$ cat src/rtl/mem_request_responder_if.sv
// Request-unit <-> memory responder bus, including the RAM-side signals.
// The responder takes the slave view; the request unit / RAM model the master view.
interface mem_request_responder_if;
  // Request unit side
  logic        imemREN;
  logic [31:0] imemaddr;
  logic        dmemREN;
  logic        dmemWEN;
  logic [31:0] dmemaddr;
  logic [31:0] dmemstore;
  logic        ihit;
  logic [31:0] imemload;
  logic        dhit;
  logic [31:0] dmemload;
  // RAM side
  logic        ramREN;
  logic        ramWEN;
  logic [31:0] ramaddr;
  logic [31:0] ramstore;
  logic [31:0] ramload;
  // Completed-access counters
  logic [31:0] icount;
  logic [31:0] dcount;

  modport slave (
    input  imemREN, imemaddr, dmemREN, dmemWEN, dmemaddr, dmemstore, ramload,
    output ihit, imemload, dhit, dmemload, ramREN, ramWEN, ramaddr, ramstore,
           icount, dcount
  );

  modport master (
    output imemREN, imemaddr, dmemREN, dmemWEN, dmemaddr, dmemstore, ramload,
    input  ihit, imemload, dhit, dmemload, ramREN, ramWEN, ramaddr, ramstore,
           icount, dcount
  );
endinterface

$ cat src/rtl/mem_request_responder.sv
// Memory-side responder: arbitrates instruction and data requests onto one
// single-port word RAM, inserting LAT wait cycles between acceptance and hit.
// Data requests win over instruction requests. A write wins over a read when
// both data strobes are high.
// Optional feature macro: MEM_RESP_COUNT_EN builds the icount/dcount
// completed-access counters; without it both counters read as 0.
module mem_request_responder #(
  parameter int LAT = 2  // wait cycles, 0..15
) (
  input logic                     CLK,
  input logic                     nRST,
  mem_request_responder_if.slave  bus
);

  typedef enum logic [1:0] {IDLE, BUSY, HIT} state_t;
  typedef enum logic       {OWN_I, OWN_D}    owner_t;

  localparam logic [3:0] LAT_CNT = 4'(LAT);

  state_t      state_q, state_d;
  logic [3:0]  cnt_q;
  owner_t      owner_q;
  logic [31:0] addr_q;
  logic [31:0] store_q;
  logic        wr_q;

  logic        d_req, any_req, owner_req;
  owner_t      acc_owner;
  logic [31:0] acc_addr;
  logic        acc_wr;
  logic        accept;

  logic        hit;
  owner_t      hit_owner;
  logic        hit_wr;
  logic [31:0] hit_addr;
  logic [31:0] hit_store;
  logic        ihit, dhit;

  // Arbitration: data beats instruction; both data strobes mean a write.
  always_comb begin
    d_req     = bus.dmemREN | bus.dmemWEN;
    any_req   = d_req | bus.imemREN;
    acc_owner = d_req ? OWN_D : OWN_I;
    acc_addr  = d_req ? bus.dmemaddr : bus.imemaddr;
    acc_wr    = bus.dmemWEN;
    owner_req = (owner_q == OWN_D) ? d_req : bus.imemREN;
  end

  // Next-state and hit selection. With LAT=0 the hit is produced from IDLE
  // directly off the live inputs, gated by nRST so reset forces outputs low.
  always_comb begin
    // NOTE: every combinational output gets a default first so no path leaves
    // it unassigned; otherwise synthesis infers a latch.
    state_d   = state_q;
    accept    = 1'b0;
    hit       = 1'b0;
    hit_owner = owner_q;
    hit_wr    = wr_q;
    hit_addr  = addr_q;
    hit_store = store_q;
    unique case (state_q)
      IDLE: begin
        if (any_req) begin
          accept = 1'b1;
          if (LAT_CNT == 4'd0) begin
            hit       = nRST;
            hit_owner = acc_owner;
            hit_wr    = acc_wr;
            hit_addr  = acc_addr;
            hit_store = bus.dmemstore;
          end else if (LAT_CNT == 4'd1) begin
            state_d = HIT;
          end else begin
            state_d = BUSY;
          end
        end
      end
      BUSY: begin
        // Dropping the owner's strobe abandons the access without a RAM strobe.
        if (!owner_req)           state_d = IDLE;
        else if (cnt_q == 4'd2)   state_d = HIT;
      end
      HIT: begin
        hit     = 1'b1;
        state_d = IDLE;
      end
      default: state_d = IDLE;
    endcase
  end

  // State, latency counter and request latches. The counter holds 1 in HIT.
  always_ff @(posedge CLK or negedge nRST) begin
    if (!nRST) begin
      // NOTE: the address/data latches are plain flops, not a memory array, so
      // they are reset along with the control state to give clean idle outputs.
      state_q <= IDLE;
      cnt_q   <= 4'd0;
      owner_q <= OWN_D;
      addr_q  <= 32'd0;
      store_q <= 32'd0;
      wr_q    <= 1'b0;
    end else begin
      // NOTE: sequential state uses non-blocking assignments so every flop
      // samples pre-edge values regardless of statement order.
      state_q <= state_d;
      if (accept) begin
        owner_q <= acc_owner;
        addr_q  <= acc_addr;
        wr_q    <= acc_wr;
        store_q <= bus.dmemstore;
        cnt_q   <= LAT_CNT;
      end else if (state_q == BUSY && state_d == IDLE) begin
        cnt_q <= 4'd0;
      end else if (cnt_q != 4'd0) begin
        cnt_q <= cnt_q - 4'd1;
      end
    end
  end

  // Output steering: only the owner sees the hit and load data.
  always_comb begin
    ihit         = hit && (hit_owner == OWN_I);
    dhit         = hit && (hit_owner == OWN_D);
    bus.ihit     = ihit;
    bus.dhit     = dhit;
    bus.imemload = ihit ? bus.ramload : 32'd0;
    bus.dmemload = (dhit && !hit_wr) ? bus.ramload : 32'd0;
    bus.ramREN   = hit && !hit_wr;
    bus.ramWEN   = hit && hit_wr;
    bus.ramaddr  = hit ? hit_addr : 32'd0;
    bus.ramstore = (hit && hit_wr) ? hit_store : 32'd0;
  end

`ifdef MEM_RESP_COUNT_EN
  logic [31:0] icount_q, dcount_q;

  // Completed-access counters, wrapping modulo 2^32.
  always_ff @(posedge CLK or negedge nRST) begin
    if (!nRST) begin
      icount_q <= 32'd0;
      dcount_q <= 32'd0;
    end else begin
      if (ihit) icount_q <= icount_q + 32'd1;
      if (dhit) dcount_q <= dcount_q + 32'd1;
    end
  end

  assign bus.icount = icount_q;
  assign bus.dcount = dcount_q;
`else
  assign bus.icount = 32'd0;
  assign bus.dcount = 32'd0;
`endif

endmodule

$ cat src/flat_wrapper.sv
// flat-port wrapper written by rule: the top's interface ports become plain ports
module mem_request_responder_flat 
#(
  parameter int LAT = 2                       
)
  (CLK, nRST, bus_imemREN, bus_imemaddr, bus_dmemREN, bus_dmemWEN, bus_dmemaddr, bus_dmemstore, bus_ramload, bus_ihit, bus_imemload, bus_dhit, bus_dmemload, bus_ramREN, bus_ramWEN, bus_ramaddr, bus_ramstore, bus_icount, bus_dcount);
  mem_request_responder_if bus_i ();
  input logic CLK;
  input logic nRST;
  input wire logic [$bits(bus_i.imemREN)-1:0] bus_imemREN;
  input wire logic [$bits(bus_i.imemaddr)-1:0] bus_imemaddr;
  input wire logic [$bits(bus_i.dmemREN)-1:0] bus_dmemREN;
  input wire logic [$bits(bus_i.dmemWEN)-1:0] bus_dmemWEN;
  input wire logic [$bits(bus_i.dmemaddr)-1:0] bus_dmemaddr;
  input wire logic [$bits(bus_i.dmemstore)-1:0] bus_dmemstore;
  input wire logic [$bits(bus_i.ramload)-1:0] bus_ramload;
  output wire logic [$bits(bus_i.ihit)-1:0] bus_ihit;
  output wire logic [$bits(bus_i.imemload)-1:0] bus_imemload;
  output wire logic [$bits(bus_i.dhit)-1:0] bus_dhit;
  output wire logic [$bits(bus_i.dmemload)-1:0] bus_dmemload;
  output wire logic [$bits(bus_i.ramREN)-1:0] bus_ramREN;
  output wire logic [$bits(bus_i.ramWEN)-1:0] bus_ramWEN;
  output wire logic [$bits(bus_i.ramaddr)-1:0] bus_ramaddr;
  output wire logic [$bits(bus_i.ramstore)-1:0] bus_ramstore;
  output wire logic [$bits(bus_i.icount)-1:0] bus_icount;
  output wire logic [$bits(bus_i.dcount)-1:0] bus_dcount;
  assign bus_i.imemREN = bus_imemREN;
  assign bus_i.imemaddr = bus_imemaddr;
  assign bus_i.dmemREN = bus_dmemREN;
  assign bus_i.dmemWEN = bus_dmemWEN;
  assign bus_i.dmemaddr = bus_dmemaddr;
  assign bus_i.dmemstore = bus_dmemstore;
  assign bus_i.ramload = bus_ramload;
  assign bus_ihit = bus_i.ihit;
  assign bus_imemload = bus_i.imemload;
  assign bus_dhit = bus_i.dhit;
  assign bus_dmemload = bus_i.dmemload;
  assign bus_ramREN = bus_i.ramREN;
  assign bus_ramWEN = bus_i.ramWEN;
  assign bus_ramaddr = bus_i.ramaddr;
  assign bus_ramstore = bus_i.ramstore;
  assign bus_icount = bus_i.icount;
  assign bus_dcount = bus_i.dcount;
  mem_request_responder #(.LAT(LAT)) u_core (.CLK(CLK), .nRST(nRST), .bus(bus_i));
endmodule
$ cat config.mk
export PLATFORM = sky130hd
export DESIGN_NAME = mem_request_responder_flat
export DESIGN_NICKNAME = d
export VERILOG_FILES = /design/src/rtl/mem_request_responder_if.sv /design/src/rtl/mem_request_responder.sv /design/src/flat_wrapper.sv
export SDC_FILE = /design/constraint.sdc
export NUM_CORES = 1
export LEC_CHECK = 0
export ABC_AREA = 1
export CAP_MARGIN = 20
export CORE_AREA = 2 2 126 128
export DETAILED_ROUTE_END_ITERATION = 10
export DIE_AREA = 0 0 128 130
export PLACE_DENSITY = 0.74
export SYNTH_ARGS = -nofsm -noshare
export SYNTH_HDL_FRONTEND = slang
export SYNTH_SLANG_ARGS = --single-unit
export TNS_END_PERCENT = 30
$ cat constraint.sdc
create_clock -name CLK -period 1.6 [get_ports CLK]
set_input_delay 0.32 -clock CLK [delete_from_list [all_inputs] [get_ports CLK]]
set_output_delay 0.32 -clock CLK [all_outputs]
set_load 0.01 [all_outputs]
=== Yosys cells after proc, flatten, opt, wreduce, memory -nomap -nowiden ===
Cells that the tools add are included.

* Add/subtract/negate cells: 1
* Equality and inequality tests: 3
* Multiplexer cells: 17
* Bitwise gates (word level): 3
* Reductions and logical operators: 11

{| class="wikitable"
|+ Operators with widths
! kind !! number
|-
| two-way mux 32 bit || 5
|-
| two-way mux 4 bit || 3
|-
| logical AND 1 bit || 6
|-
| two-way mux 2 bit || 3
|-
| two-way mux 1 bit || 5
|-
| == test 4 x 2 -> 1 bit (second input constant) || 1
|-
| logical NOT 2 bit || 2
|-
| one-hot mux 2 bit (2 select lines) || 1
|-
| nonzero test 4 bit || 1
|-
| subtractor 4 x 1 -> 4 bit (second input constant) || 1
|-
| nonzero test 3 bit || 1
|-
| == test 2 x 1 -> 1 bit (second input constant) || 1
|-
| == test 2 bit (second input constant) || 1
|-
| bitwise OR 1 bit || 2
|-
| logical NOT 1 bit || 1
|-
| NOT 1 bit || 1
|}

* Register bits after elaboration: 72
* Input bits: 133
* Logic and storage cells: 41

=== Logic depth before layout (Yosys ltp) ===
Gate-level depths: netlist of the first run.

* Depth in word-level cells: 8
* Depth in mapped cells: 8
* Gate-level depth less buffers: 7

=== Worst setup path before layout of the first run ===
Ideal clock, no wire load.

* Kind: register -> output
* Start: register u_core.state_q[0]
* End: output port bus_dmemload[10]
* Arrival time: 1.281 ns
* Setup slack: -0.001 ns
* Cell stages (with the launch flop): 7
* Path buffers: 1
* Cells stage by stage: dfrtp_1 nor2_1 inv_2 nor2_2 nand2_1 buf_2 nor2_1

* Word-level cells in the longest chain between the ends: 5

{| class="wikitable"
|+ RTL lines
! what !! line !! RTL
|-
| from (decl) || mem_request_responder.sv:20 || <nowiki>state_t state_q, state_d;</nowiki>
|-
| from (signal assigned) || mem_request_responder.sv:106 || <nowiki>state_q <= state_d;</nowiki>
|-
| == test 2 bit || mem_request_responder.sv:62 || <nowiki>unique case (state_q)</nowiki>
|-
| two-way mux 1 bit || mem_request_responder.sv:62 ||
|-
| logical AND 1 bit || mem_request_responder.sv:124 || <nowiki>dhit = hit && (hit_owner == OWN_D);</nowiki>
|-
| logical AND 1 bit || mem_request_responder.sv:128 || <nowiki>bus.dmemload = (dhit && !hit_wr) ? bus.ramload : 32'd0;</nowiki>
|-
| two-way mux 32 bit || mem_request_responder.sv:128 ||
|-
| to (decl) || flat_wrapper.sv:20 || <nowiki>output wire logic [$bits(bus_i.dmemload)-1:0] bus_dmemload;</nowiki>
|}

Every way passes these cells.

=== Worst setup path in the final report of the first run ===
* Start: register u_core.state_q[1]
* End: output port bus_dmemload[25]

Same word-level chain as after synthesis.

==> results of run 1 <==
==> synthesized netlist by cell type <==
cell type  count  share of area
ha_1           2         0.0052
clkbuf_1      17          0.013
o21ai_1        9         0.0094
nor2_4         1         0.0023
nand2_2        1         0.0013
clkbuf_2       1         0.0010
a21oi_1        1         0.0010
conb_1         1        0.00078
o21ai_0       39          0.041
dfstp_2        1         0.0055
nor2_2         1         0.0013
xor2_1         1         0.0018
nand2_4        1         0.0023
buf_4         64           0.10
nor3_1         1         0.0010
dfrtp_1       71           0.37
buf_2          4         0.0042
nor2_1       137           0.11
o21ai_2       50          0.091
buf_6         13          0.030
nand3_1        7         0.0073
inv_1        109          0.085
inv_2          2         0.0016
nand2_1      150           0.12
==> kinds of logic (layout without fill, tap and decap cells) <==
logic type / after synthesis / after routing / synth area share
simple gates: 299 / 299 / 0.240
buf+inv: 210 / 433 / 0.235
compound gates: 99 / 99 / 0.142
flops: 72 / 72 / 0.375
fa+ha+maj: 2 / 2 / 0.00520
other cells: 1 / 64 / 0.000780
xor+xnor: 1 / 1 / 0.00182
==> state kept, by name, summed over array words and instances, names as in the netlist <==
| name | count |
|---|---|
| u_core.addr_q | 32 |
| u_core.cnt_q | 4 |
| u_core.hit_owner | 1 |
| u_core.hit_store | 32 |
| u_core.hit_wr | 1 |
| u_core.state_q | 2 |
==> worst max-delay path: cells and delay by family, from the launching register on <==
| kind | cells | cell delay (ns) |
|---|---|---|
| simple gates | 4 | 0.44 |
| buf+inv | 4 | 0.41 |
| flops | 1 | 0.36 |
==> power breakdown <==
part           leakage [nW]  switching [mW]  total (mW)  internal (mW)
combinational          3.15            3.05        5.04           2.00
sequential            0.886           0.309        3.02           2.72
clock                 0.141           0.803        2.06           1.25
==> what timing repair did <==
| action | CTS | global route |
|---|---|---|
| endpoints found under the setup margin | 132 | 185 |
| pin swaps | 2 | 0 |
| gates cloned | 4 | 1 |
| setup buffers | 2 | 1 |
| resized for setup | 580 | 90 |
| hold endpoints to repair | 17 | 0 |
| hold buffers | 1 | 0 |
==> metrics by stage <==
step	area [µm²]	utilization	total power [mW]	setup TNS [ns]	cells
after CTS	7570	0.491	9.93	-20.19	1160
after global placement	7560	0.490	7.60	-40.25	1137
after detailed placement	7560	0.490	7.74	-38.83	1137
after floorplan	5050	-	6.34	0	747
final	7930	0.514	10.1	-23.34	1162
after global routing	7930	0.514	10.9	-34.95	1162
==> layout make-up <==
class	instances	area [µm²]	area share
inverters	111	422	0.0532
clock buffers	10	239	0.0301
well taps	192	240	0.0303
flip-flops and latches	72	1800	0.227
multi-input cells	465	2450	0.309
clock inverters	6	66.3	0.00836
repair buffers	306	2710	0.342
==> routing by layer <==
metal,share of wire,up-vias,wire length [µm]
met5,0.00083,-,13
met4,0.017,2,273
met3,0.076,17,1200
met2,0.51,207,8070
met1,0.39,2181,6180
li1,-,2475,-
==> worst min path at each step <==
stage,from,end,cells after the start
2_1_floorplan,nRST,u_core.addr_q[0],0
3_3_place_gp,nRST,u_core.hit_store[24],1
3_5_place_dp,nRST,u_core.hit_store[24],1
4_1_cts,nRST,u_core.hit_store[24],2
5_1_grt,nRST,u_core.hit_store[24],2
6_report,nRST,u_core.hit_store[24],2
==> flow_summary.ini, run 1 <==
[outcome]
status = finished, violations left
violations = setup timing

[timing]
timing.final.crit_period_ns = 1.85
fin_ws_ns = -0.247
rsz0062_at_grt = true
setup_viol = 132
final-max-slew-violation-count = 0
fmax_mhz = 541
timing.hold.ws_ns = 0.413
final_hold_viol_count = 0
layout_worst_path_cycle_share = 1.15
clock-skew-final_ns = 0.0133

[floorplanning]
core_mm2 = 0.0154
placementRows = 46
start_util = 0.312
die-width_um = 128
die_h_um = 130
pin_count = 329
die_area_mm2 = 0.0166

[layout]
drive_gt1_frac = 0.326
num_antenna_cells = 0
area_growth_pct = 64.9
final_common_cell = nand2_1
final_cell_mix = nand2_1, clkdlybuf4s50_1, inv_1
n_fill_cell = 1509
num-nets-final = 1100

[placed_design]
gp_congestion = 0.782
place_hpwl_mm = 11.7
place_ws_ns = -0.298
port_buffers = 264

[worst_setup_path]
rrSetupSlack_ns = 0.13
slowest_stage = dfrtp_1
rr_endpoint = u_core.addr_q[8]
r2r_start = u_core.state_q[0]
critPathKind = reg2out
path_common_cell = nor2_4
cp_data_arrival_time_ns = 1.53
crit_fanout = 16
path_cells = inv_2, nor2_4, inv_4, nor2_4, nand2_4, buf_12, nor2_1, buf_2
crit_path_end_kind = output pin
max_stage_delay_ns = 0.36
cp-start-kind = register
cp_data_required_time_ns = 1.28
ff2ff_path_depth = 7
setup.worst_path.start = u_core.state_q[1]
endpoint = bus_dmemload[25]

[power]
ir_worst_vdd_v = 0.000844
p_leak_nw = 4.18
powerDensity_mw_per_mm2 = 1280

[drt]
drc = 0
drt-initial-drc-count = 155
dr_total_vias = 4882
vias_per_cell = 4.20
routed_wl_mm = 15.7
ant_nets = 0
first_pass_iters = 4
wl_per_cell_um = 13.5

[clocking]
cts_buffers = 9
cts.path.max_buffers = 2
worstSkewPairLatency_ns = 0.33
root_buffer = clkbuf_16
cts_tree = built
cts_num_sinks = 72
clkTransAtPathRegs_ns = 0.06
h-tree-depth = 3

[global_routing]
first_global_vias = 4685
grt.busiest_layer = met2
grt_antenna_before_repair = 1
grt_max_degree = 38
grt.met1_usage = 0.214
grtUsageMet3 = 0.0517
gr-usage-met2 = 0.330
grt_pass1_wl_mm = 23.8
gr-total-overflow = 0
grt.total_usage = 0.184

[synth]
syn-cell-area_mm2 = 0.00481
avgSynthCellArea_um2 = 7.03
synthCells = 684
synth_seq_cells = 72
yosysSeqAreaShare = 0.375
yosys_warnings = 0
synthDistinctLibCells = 24

[flow_run]
timing.max_cap.violations = 0

[hold_path]
worstHoldPathType = in2async
(Power assumes the default switching activity.)
==> run 2, diff against run 1 <==
==> constraint.sdc (replaced) <==
create_clock -name CLK -period 1.6 [get_ports CLK]
set_input_delay 0.32 -clock CLK [delete_from_list [all_inputs] [get_ports CLK]]
set_output_delay 0.32 -clock CLK [all_outputs]
set_load 0.005 [all_outputs]
==> flow_summary.ini, run 2 (synthesized netlist as in run 1, its figures left out) <==
[outcome]
status = finished, violations left
violations = setup timing

[hold_path]
worstHoldPathType = in2async

[drt]
wl_per_cell_um = 13.5
drc = 0
dr_total_vias = 4974
vias_per_cell = 4.25
first_pass_iters = 6
ant_nets = 0
drt-initial-drc-count = 188
routed_wl_mm = 15.8

[power]
powerDensity_mw_per_mm2 = 1290
ir_worst_vdd_v = 0.000544
p_leak_nw = 4.21
p_total_mw = 10.2
power_frac_clock = 0.213
switching_share = 0.394
internal_power_mw = 6.20
switchingPower_mw = 4.04
seq_power_share = 0.294
comb_power_share = 0.493

[floorplanning]
placementRows = 46
core_mm2 = 0.0154
die-width_um = 128
start_util = 0.312
die_area_mm2 = 0.0166
die_h_um = 130
pin_count = 329

[placed_design]
place_hpwl_mm = 11.7
placed_cells = 1135
port_buffers = 264
gp_congestion = 0.793

[timing]
rsz0062_at_grt = true
clock-skew-final_ns = 0.00957
timing.hold.ws_ns = 0.459
fmax_mhz = 513
final-max-slew-violation-count = 0
fin_ws_ns = -0.348
layout_worst_path_cycle_share = 1.22
final_hold_viol_count = 0
setup_viol = 132
timing.final.crit_period_ns = 1.95

[layout]
area_growth_pct = 64.7
num_antenna_cells = 0
multiInputGateArea_mm2 = 0.00242
num-nets-final = 1109
drive_gt1_frac = 0.343
final_common_cell = nand2_1
fin_cells = 1171
final_cell_mix = nand2_1, clkdlybuf4s50_1, inv_1
n_fill_cell = 1514
regArea_mm2 = 0.00180

[worst_setup_path]
crit_fanout = 7
path_cells = nor2_4, buf_6, nand2_8, buf_12, buf_8, nor2_4, buf_2
cp_data_arrival_time_ns = 1.63
critPathKind = reg2out
crit_path_end_kind = output pin
path_buf_inv = 4
cp-start-kind = register
slowest_stage = dfrtp_1
max_stage_delay_ns = 0.41
path_common_cell = nor2_4
cpLargestDelayFamily = buffers and inverters
cp_data_required_time_ns = 1.28

[global_routing]
first_global_vias = 4509
grt_pass1_wl_mm = 23.2
grt_antenna_before_repair = 0
grt.total_usage = 0.178
gr-total-overflow = 0
grt_max_degree = 37

[clocking]
clkTransAtPathRegs_ns = 0.06
cts.path.max_buffers = 2
worstSkewPairLatency_ns = 0.34
cts_tree = built
root_buffer = clkbuf_16
h-tree-depth = 3
cts_num_sinks = 72
cts_buffers = 9

[flow_run]
timing.max_cap.violations = 0
==> run 2: cell count changes in the layout (fill, tap and decap cells not counted), moves of 3 or more <==
cell,before,now
nor2_4,32,18
buf_6,33,14
clkbuf_2,0,22
clkdlybuf4s15_2,0,8
buf_2,101,94
clkinvlp_4,3,0
nor2_2,33,62
nor2_1,74,59
==> run 2: layout make-up <==
cell class,instances,area share
flip-flops and latches,72,0.228
clock buffers,10,0.0289
repair buffers,315,0.342
inverters,111,0.0535
well taps,192,0.0303
clock inverters,6,0.0115
multi-input cells,465,0.306
==> run 2: repair_timing <==
action / 4_1_cts / 5_1_grt
resized for setup: 291 / 293
pin swaps: 3 / 4
endpoints found under the setup margin: 132 / 169
gates cloned: 2 / 3
endpoints found under the hold margin: 25 / 0
hold buffers: 1 / 0
buffers inserted: 6 / 9
==> run 2: final timing paths <==
check                             startpoint                  end  slack (ns)  cells after the start
min                                     nRST     u_core.addr_q[3]        0.46                      2
min in group CLK            u_core.addr_q[5]     u_core.addr_q[5]        0.52                      2
max reg2reg                u_core.state_q[1]    u_core.addr_q[19]        0.11                      8
min reg2reg                 u_core.addr_q[5]     u_core.addr_q[5]        0.52                      2
max                        u_core.state_q[0]     bus_ramstore[11]       -0.35                      7
max in group asynchronous               nRST  u_core.hit_store[9]        0.60                      3
==> run 2: power groups by stage <==
stage | sequential, mW | clock (mW) | combinational (mW)
6_report | 3.01 | 2.18 | 5.05
4_1_cts | 3.01 | 2.22 | 4.76
3_3_place_gp | 2.97 | 0 | 4.50
3_5_place_dp | 3.01 | 0 | 4.59
2_1_floorplan | 2.95 | 0 | 3.27
5_1_grt | 3.10 | 2.30 | 5.65
==> run 2: worst register-to-register path, cell delays in order, from the launching register on <==
cell and delay (ns):
dfrtp_1 0.38, buf_4 0.13, buf_4 0.12, nor2_2 0.16
nand2_4 0.08, inv_4 0.14, buf_12 0.21, nand2_1 0.09
o21ai_1 0.10
==> run 2: metal layers <==
layer / GRT usage / wire length [µm] / part of all wire
met1: 0.219 / 6470 / 0.41
met2: 0.316 / 8170 / 0.52
met3: 0.0340 / 945 / 0.060
met4: 0.0556 / 225 / 0.014
met5: 0 / 0 / 0
==> run 2: metrics by stage <==
step	utilization	instance area (µm²)	setup WS (ns)	TNS, ns
after floorplan	-	5040	0.117	0
after global placement	0.488	7530	-0.340	-42.17
after detailed placement	0.488	7530	-0.345	-44.17
after CTS	0.511	7880	-0.577	-41.53
after global routing	0.514	7920	-0.411	-38.10
final	0.514	7920	-0.348	-29.12
==> run 3, diff against run 2 <==
--- a/config.mk
+++ b/config.mk
@@ -6,11 +6,13 @@
 export NUM_CORES = 1
 export LEC_CHECK = 0
 export ABC_AREA = 1
+export ABC_CLOCK_PERIOD_IN_PS = 1600
 export CAP_MARGIN = 20
-export CORE_AREA = 2 2 126 128
+export CORE_AREA = 2 2 128 130
+export CTS_BUF_LIST = sky130_fd_sc_hd__clkbuf_4
 export DETAILED_ROUTE_END_ITERATION = 10
-export DIE_AREA = 0 0 128 130
-export PLACE_DENSITY = 0.74
+export DIE_AREA = 0 0 130 132
+export PLACE_DENSITY = 0.72
 export SYNTH_ARGS = -nofsm -noshare
 export SYNTH_HDL_FRONTEND = slang
 export SYNTH_SLANG_ARGS = --single-unit
==> flow_summary.ini, run 3 (synthesized netlist as in run 1, its figures left out) <==
[clocking]
cts.path.max_buffers = 2
worstSkewPairLatency_ns = 0.42
cts_num_sinks = 72
clkTransAtPathRegs_ns = 0.13
root_buffer = clkbuf_4
h-tree-depth = 3
cts_tree = built
cts_buffers = 9

[timing]
fmax_mhz = 476
timing.final.crit_period_ns = 2.10
fin_ws_ns = -0.500
final-max-slew-violation-count = 0
setup_viol = 132
clock-skew-final_ns = 0.0141
final_hold_viol_count = 0
rsz0062_at_grt = true
layout_worst_path_cycle_share = 1.31

[placed_design]
gp_congestion = 0.766
port_buffers = 264
place_ws_ns = -0.364
place_hpwl_mm = 12.3
placed_cells = 1155

[layout]
num-nets-final = 1104
area_growth_pct = 67.1
fin_cells = 1191
finish.utilization = 0.511
drive_gt1_frac = 0.328
n_fill_cell = 1600
final_cell_mix = nand2_1, clkdlybuf4s50_1, inv_1
final_common_cell = nand2_1

[floorplanning]
die_area_mm2 = 0.0172
placementRows = 46
start_util = 0.306
core_mm2 = 0.0157
pin_count = 329
die-width_um = 130
die_h_um = 132

[outcome]
status = finished, violations left
violations = setup timing

[drt]
dr_total_vias = 5030
first_pass_iters = 4
drt-initial-drc-count = 120
ant_nets = 0
wl_per_cell_um = 14.1
vias_per_cell = 4.22
drc = 0
routed_wl_mm = 16.8

[power]
powerDensity_mw_per_mm2 = 1190
ir_worst_vdd_v = 0.000473
p_total_mw = 9.55
p_leak_nw = 4.23

[global_routing]
first_global_vias = 4806
grt_max_degree = 34
grt_antenna_before_repair = 2
gr-total-overflow = 0
grt.total_usage = 0.191
grt_pass1_wl_mm = 25.5

[worst_setup_path]
cp_data_required_time_ns = 1.28
cp-start-kind = register
crit_path_end_kind = output pin
path_common_cell = nor2_4
endpoint = bus_dmemload[28]
cp.depth = 8
r2r_start = u_core.state_q[0]
cpLargestDelayFamily = simple AND/OR/NAND/NOR gates
path_cells = nor2_4, buf_6, inv_4, nor2_4, nand2_4, clkbuf_16, nor2_2, buf_2
setup.worst_path.start = u_core.state_q[0]
cp_data_arrival_time_ns = 1.78
path_buf_inv = 4
critPathKind = reg2out
max_stage_delay_ns = 0.42
rrSetupSlack_ns = 0.15
ff2ff_path_depth = 7
crit_fanout = 8
slowest_stage = dfrtp_1
rr_endpoint = u_core.addr_q[2]

[hold_path]
worstHoldPathType = in2async

[flow_run]
timing.max_cap.violations = 0
## run 3: how the worst min path moves through the flow
stage                           endpoint  from  cells past startpoint  slack, ns
floorplan               u_core.addr_q[0]  nRST                      0       0.02
global placement    u_core.hit_store[25]  nRST                      1       0.23
finish              u_core.hit_store[25]  nRST                      2       0.30
CTS                 u_core.hit_store[25]  nRST                      2       0.27
detailed placement  u_core.hit_store[25]  nRST                      1       0.23
global route        u_core.hit_store[25]  nRST                      2       0.28
## run 3: stage by stage
step / hold WS, ns / TNS, ns / area [µm²]
4_1_cts: 0.275 / -55.57 / 7980
5_1_grt: 0.280 / -62.60 / 8040
2_1_floorplan: 0.0244 / 0 / 5040
3_3_place_gp: 0.233 / -39.28 / 7560
6_report: 0.300 / -47.40 / 8040
3_5_place_dp: 0.226 / -41.30 / 7560
## run 3: metal layers
layer,wire length (µm),GRT usage,vias up
li1,-,-,2491
met1,6410,0.224,2299
met2,8870,0.340,217
met3,1230,0.0487,21
met4,315,0.0544,2
met5,13,0,-
## run 3: what timing repair did
| action | CTS | global route |
|---|---|---|
| endpoints found under the setup margin | 132 | 179 |
| hold endpoints to repair | 16 | 0 |
| buffers inserted | 10 | 2 |
| hold buffers | 1 | 0 |
| gates cloned | 7 | 2 |
| resized for setup | 440 | 176 |
| pin swaps | 1 | 5 |
## run 3: final cells by class
type / count / area, µm² / share of cell area
Sequential cell: 72 / 1800 / 0.224
Multi-Input combinational cell: 465 / 2580 / 0.322
Tap cell: 216 / 270 / 0.0336
Inverter: 111 / 422 / 0.0525
Clock buffer: 10 / 75.1 / 0.00934
Timing Repair Buffer: 310 / 2760 / 0.344
Clock inverter: 6 / 115 / 0.0143
Antenna cell: 1 / 2.50 / 0.000311
## run 3: power breakdown
part / total [mW] / switching [mW] / leakage, nW / internal [mW]
logic: 5.07 / 2.99 / 3.25 / 2.08
registers: 2.99 / 0.284 / 0.886 / 2.70
clock network: 1.49 / 0.676 / 0.0972 / 0.817
